==> src/rtl/param_delay_engine.sv <==
// param_delay_engine: parametrised mono delay/echo core over an external circular sample buffer
// Ports: Clk, Reset_N (async active-low); Enable/Time/Repeats/Mix controls, latched per sample;
//        In_Valid/D_In/In_Ready sample input; Out_Valid/D_Out sample output; Overrun sticky drop flag;
//        Mem_Addr/Mem_Re/Mem_We/Mem_Wdata/Mem_Rdata to a synchronous memory with one-cycle read latency.
module param_delay_engine #(
    parameter int DW         = 24,
    parameter int AW         = 16,
    parameter int TIME_SCALE = 64
) (
    input  logic          Clk,
    input  logic          Reset_N,
    input  logic          Enable,
    input  logic [7:0]    Time,
    input  logic [7:0]    Repeats,
    input  logic [7:0]    Mix,
    input  logic          In_Valid,
    input  logic [DW-1:0] D_In,
    output logic          In_Ready,
    output logic          Out_Valid,
    output logic [DW-1:0] D_Out,
    output logic          Overrun,
    output logic [AW-1:0] Mem_Addr,
    output logic          Mem_Re,
    output logic          Mem_We,
    output logic [DW-1:0] Mem_Wdata,
    input  logic [DW-1:0] Mem_Rdata
);
    localparam int XW = DW + 11;
    localparam logic [AW-1:0] DMAX = '1;
    typedef enum logic [2:0] {CLEAR, IDLE, READ, CALC, WRITE} state_t;
    state_t state, state_nx;
    logic [AW-1:0] wr_ptr, dly;
    logic [DW-1:0] x_q, w_q, w_nx, y_nx;
    logic en_q;
    logic [7:0] time_q, rep_q, mix_q;
    logic [39:0] prod;
    logic signed [XW-1:0] xe, de, re, me, ie, fb;

    // Fits when every bit above the DW-bit sign position matches it.
    function automatic logic [DW-1:0] sat(input logic signed [XW-1:0] v);
        return (&v[XW-1:DW-1] || ~|v[XW-1:DW-1]) ? v[DW-1:0] : {v[XW-1], {(DW-1){~v[XW-1]}}};
    endfunction

    always_ff @(posedge Clk or negedge Reset_N) begin
        if (!Reset_N)
            state <= CLEAR;
        else
            state <= state_nx;
    end

    always_comb begin
        state_nx = state;
        case (state)
            CLEAR:   state_nx = wr_ptr == DMAX ? IDLE : CLEAR;
            IDLE:    state_nx = In_Valid ? READ : IDLE;
            READ:    state_nx = CALC;
            CALC:    state_nx = WRITE;
            default: state_nx = IDLE;
        endcase
    end

    // wr_ptr doubles as the clear address counter; it wraps back to 0 as the clear ends.
    // Mem_We is gated by Reset_N so no write is presented while reset is held.
    always_comb begin
        In_Ready  = state == IDLE;
        Out_Valid = state == WRITE;
        Mem_Re    = state == READ;
        Mem_We    = Reset_N && (state == CLEAR || state == WRITE);
        Mem_Addr  = state == READ ? wr_ptr - dly : wr_ptr;
        Mem_Wdata = state == WRITE ? w_q : '0;
    end

    always_comb begin
        prod = 40'(time_q) * 40'(TIME_SCALE);
        dly  = prod == '0 ? AW'(1) : prod > 40'(DMAX) ? DMAX : prod[AW-1:0];
        xe   = XW'($signed(x_q));
        de   = XW'($signed(Mem_Rdata));
        re   = XW'(rep_q);
        me   = XW'(mix_q);
        ie   = XW'(9'd256 - {1'b0, mix_q});
        fb   = (de * re) >>> 8;
        w_nx = en_q ? sat(xe + fb) : x_q;
        y_nx = en_q ? sat((xe * ie + de * me) >>> 8) : x_q;
    end

    always_ff @(posedge Clk or negedge Reset_N) begin
        if (!Reset_N) begin
            wr_ptr  <= '0;
            x_q     <= '0;
            w_q     <= '0;
            en_q    <= 1'b0;
            time_q  <= '0;
            rep_q   <= '0;
            mix_q   <= '0;
            D_Out   <= '0;
            Overrun <= 1'b0;
        end else begin
            if (state == CLEAR || state == WRITE)
                wr_ptr <= wr_ptr + AW'(1);
            if (state == IDLE && In_Valid) begin
                x_q    <= D_In;
                en_q   <= Enable;
                time_q <= Time;
                rep_q  <= Repeats;
                mix_q  <= Mix;
            end
            if (state == CALC) begin
                w_q   <= w_nx;
                D_Out <= y_nx;
            end
            if (In_Valid && state != IDLE)
                Overrun <= 1'b1;
        end
    end
endmodule

==> config.mk <==
export PLATFORM = sky130hd
export DESIGN_NAME = param_delay_engine
export DESIGN_NICKNAME = d
export VERILOG_FILES = /design/src/rtl/param_delay_engine.sv
export SDC_FILE = /design/constraint.sdc
export NUM_CORES = 2
export LEC_CHECK = 0
export ABC_AREA = 0
export BUFFER_PORTS_ARGS = -buffer_cell sky130_fd_sc_hd__buf_4
export CAP_MARGIN = 10
export CORE_MARGIN = 2
export CORE_UTILIZATION = 60
export DETAILED_ROUTE_END_ITERATION = 8
export PLACE_DENSITY = 0.78
export SYNTH_ARGS = -nofsm -noshare
export SYNTH_HDL_FRONTEND = slang
export SYNTH_SLANG_ARGS = --single-unit
==> constraint.sdc <==
create_clock -name Clk -period 8.6 [get_ports Clk]
set_input_delay 0 -clock Clk [delete_from_list [all_inputs] [get_ports Clk]]
set_output_delay 0 -clock Clk [all_outputs]
set_load 0.01 [all_outputs]
==> impl_results.md <==
- Worst clock skew on the final layout: 30.5 ps
- Minimum hold slack: 185 ps
- Remaining max-slew budget at the tightest pin: 0.360
- Core Area: 0.0474 sq mm
- Post-synthesis cell count: 3287
- GRT Total Usage: 0.317
- DRC marker count from the first detailed-route iteration: 1391
- Die outline width: 223 microns
- Total DRC errors in the routed layout: 0
- First-pass GRT wire length: 124 mm
- H-tree depth: 4
- Clock period minus worst slack: 8230 ps
- Warnings from Yosys: 0
- Placed wire-length estimate after detailed placement: 60.8 mm
- CP peak stage delay: 590 ps
- Number of nets in the finished design: 4218
- Layout cells sized above 1: 0.0869
- Netlist Area Pre-Place: 0.0287 sq mm
- Slew at the pin closest to its max-slew limit: 959 ps
- Average cell area after synthesis: 8.73 sq um
- Root buffer cell: sky130_fd_sc_hd__clkbuf_16
- Tightest Hold Check Type: in -> async
- Distinct cell type count after synthesis: 80
- TritonCTS sink count: 117
- Total wirelength of the detailed-routed design: 75.7 mm
- Run status: finished, final reports clean
- Launching element type of the critical path: register
- Crit-path max FO: 24
- Port Buffer Count: 144
- Total gr overflow: 0
- Final count of pins violating max slew: 0
- Unrepaired setup endpoints after global routing: false
- CTS tree: done
- Number of I/O pins: 145
- Finish-stage setup viols: 0
- Area of the die: 0.0496 sq mm
- Cell repeated most along the worst path: sky130_fd_sc_hd__fa_1
- Starting density of the core: 0.605
- Cells after DPL: 3928
- Buf+Inv Stages, Crit Path: 5
- Total of max-cap violations: 0
- Fill cell count: 3781
- Overall die height: 223 microns
- Number of vias after detailed routing: 22700
- Number of cell rows: 80
- Final count of hold timing violations: 0
- Worst path slowest cell: sky130_fd_sc_hd__or4_1
- Initial antenna violation count: 1
- Reg-to-Reg Start: mix_q[4]$_DFFE_PN0P_
- Num CTS Buffers: 17
- Post-synth net total: 4121
- DR WL/cell: 18.9 microns
- Sum of negative setup slack: 0 ps
- Category of the worst setup path capture point: register
- Fmax: 0.121 GHz
- Commonest register cell after synthesis: sky130_fd_sc_hd__dfrtp_1
- Setup CP Type: reg -> reg
- Clock Pin Slew Worst Setup and Hold Paths: 70 ps
- Post-synth EDFFs: 0
- Insertion delay of the later-clocked pin in the worst-skew pair: 470 ps
- Maximum buffer depth of the clock tree: 2
- Part of the Yosys area used for sequential elements: 0.102
- Post-route fraction of the period consumed by the critical path: 0.957
- Critical path data required time: 8910 ps
- Crit path DAT: 8540 ps
- Final weighted congestion in routability-driven placement: 0.975
- Largest net degree at the start of global routing: 67
- Final Instance Count excl. Fillers: 4012
- First-pass detailed-route iteration total: 6
- Synthesis-to-layout area growth: 9.33%
- Register bit count reported by yosys: 117
- Ys async rst share: 1.00
- Number of global-route vias before repair: 24500
- Vias/cell: 5.65
- Gate family responsible for the most delay along the worst path: adder cells
- Antenna-violating nets left: 0
- Critical Path Source: mix_q[4]$_DFFE_PN0P_
==> through the flow <==
step / setup WS [ps] / util / area [sq um]
floorplan: 1190 / - / 28700
global placement: 200 / 0.637 / 30200
detailed placement: 20.0 / 0.637 / 30200
CTS: 9.57 / 0.660 / 31300
global route: 0.270 / 0.661 / 31400
finish: 369 / 0.661 / 31400
==> logic make-up after synthesis <==
logic type | count (synthesis) | share of synthesized area
xor+xnor | 100 | 0.0305
compound gates | 330 | 0.0786
fa+ha+maj | 758 | 0.472
flops | 117 | 0.102
mux | 43 | 0.0171
simple gates | 993 | 0.174
buf+inv | 946 | 0.126
==> layout by cell type, fill, tap and decap left out, drive strengths merged, types with 4 or more instances in the layout <==
cell           n
a211oi         9
a21boi         7
a21o          42
a21oi         92
a22oi          7
a31o           4
a31oi         22
and2         341
and3          38
buf          181
clkbuf        17
clkinv        10
dfrtp        117
dlygate4sd3   51
fa           542
ha           216
inv          791
mux2          38
mux2i          5
nand2        383
nand2b         9
nand3         23
nand4         17
nor2         105
nor2b         11
nor3          21
nor4           5
o211ai         6
o21a          11
o21ai         62
o21bai         6
o221ai        16
o31ai         12
or2            7
or3           16
xnor2         70
xor2          30
==> flip-flops by register name, summed over array words and instances, names as in the netlist <==
register,flops
time_q,8
en_q,1
Overrun,1
state,3
rep_q,8
x_q,24
w_q,24
D_Out,24
wr_ptr,16
mix_q,8
==> per-layer routing <==
metal | vias up | wire length [microns] | global-route usage
li1 | 10100 | - | -
met1 | 11600 | 28200 | 0.380
met2 | 794 | 39200 | 0.561
met3 | 242 | 3940 | 0.0383
met4 | 0 | 4340 | 0.164
met5 | - | 0 | 0
==> worst reg2reg max path, stage by stage (launching register included) <==
cell and delay [ps]:
sky130_fd_sc_hd__dfrtp_1 440, sky130_fd_sc_hd__or4_1 590, sky130_fd_sc_hd__nor2_1 160, sky130_fd_sc_hd__xnor2_1 130, sky130_fd_sc_hd__buf_4 320, sky130_fd_sc_hd__nand2_1 170, sky130_fd_sc_hd__fa_1 520, sky130_fd_sc_hd__inv_1 110
sky130_fd_sc_hd__fa_1 500, sky130_fd_sc_hd__inv_1 60, sky130_fd_sc_hd__fa_1 500, sky130_fd_sc_hd__fa_1 580, sky130_fd_sc_hd__fa_1 430, sky130_fd_sc_hd__fa_1 500, sky130_fd_sc_hd__inv_1 50, sky130_fd_sc_hd__ha_1 350
sky130_fd_sc_hd__a21o_1 220, sky130_fd_sc_hd__a21o_1 170, sky130_fd_sc_hd__a221oi_1 420, sky130_fd_sc_hd__o31ai_1 150, sky130_fd_sc_hd__or2_2 300, sky130_fd_sc_hd__o221ai_1 260, sky130_fd_sc_hd__o211ai_1 230, sky130_fd_sc_hd__and2_0 390
sky130_fd_sc_hd__buf_4 260, sky130_fd_sc_hd__nor2_1 160, sky130_fd_sc_hd__o221ai_2 120
==> cell usage after synthesis, drive strengths merged, types with 11 or more instances <==
| cell | number | area (sq um) |
|---|---|---|
| inv | 789 | 2960 |
| xnor2 | 70 | 613 |
| nor3 | 21 | 116 |
| fa | 542 | 10900 |
| nor2b | 11 | 68.8 |
| xor2 | 30 | 263 |
| o31ai | 12 | 95.1 |
| or3 | 16 | 100 |
| ha | 216 | 2700 |
| mux2 | 38 | 428 |
| a21o | 42 | 315 |
| nand4 | 17 | 106 |
| nand2 | 383 | 1440 |
| clkbuf | 135 | 507 |
| a21oi | 92 | 460 |
| and3 | 38 | 238 |
| o21ai | 62 | 310 |
| and2 | 341 | 2130 |
| nor2 | 105 | 394 |
| dfrtp | 117 | 2930 |
| a31oi | 22 | 138 |
| o21a | 11 | 82.6 |
| o221ai | 16 | 196 |
| buf | 18 | 118 |
| nand3 | 23 | 120 |
==> cell type report <==
cell class / count / area, sq um / area share
Inverter: 792 / 2970 / 0.0947
Antenna cell: 1 / 2.50 / 0.0000797
Clock buffer: 17 / 425 / 0.0136
Clock inverter: 14 / 156 / 0.00498
Sequential cell: 117 / 2930 / 0.0934
Tap cell: 615 / 769 / 0.0245
Timing Repair Buffer: 232 / 1900 / 0.0604
Multi-Input combinational cell: 2224 / 22200 / 0.708
==> worst paths after layout <==
| check | slack [ps] | to | cells after the start |
|---|---|---|---|
| min reg2reg | 480 | w_q[23]$_DFFE_PN0P_ | 2 |
| max in group asynchronous | 6870 | rep_q[3]$_DFFE_PN0P_ | 3 |
| min in group Clk | 310 | time_q[3]$_DFFE_PN0P_ | 4 |
| max | 370 | D_Out[9]$_DFFE_PN0P_ | 26 |
| max reg2reg | 370 | D_Out[9]$_DFFE_PN0P_ | 26 |
| min | 190 | D_Out[19]$_DFFE_PN0P_ | 2 |
==> repair_timing <==
item / CTS / global route
hold buffers: 51 / 0
endpoints found under the setup margin: 1 / 44
endpoints found under the hold margin: 103 / 0
pin swaps: 0 / 1
buffers inserted: 0 / 1
resized for setup: 1 / 16
Power is not shown: default switching activity piles up to over one toggle a cycle in this logic, so the estimate is an artifact.
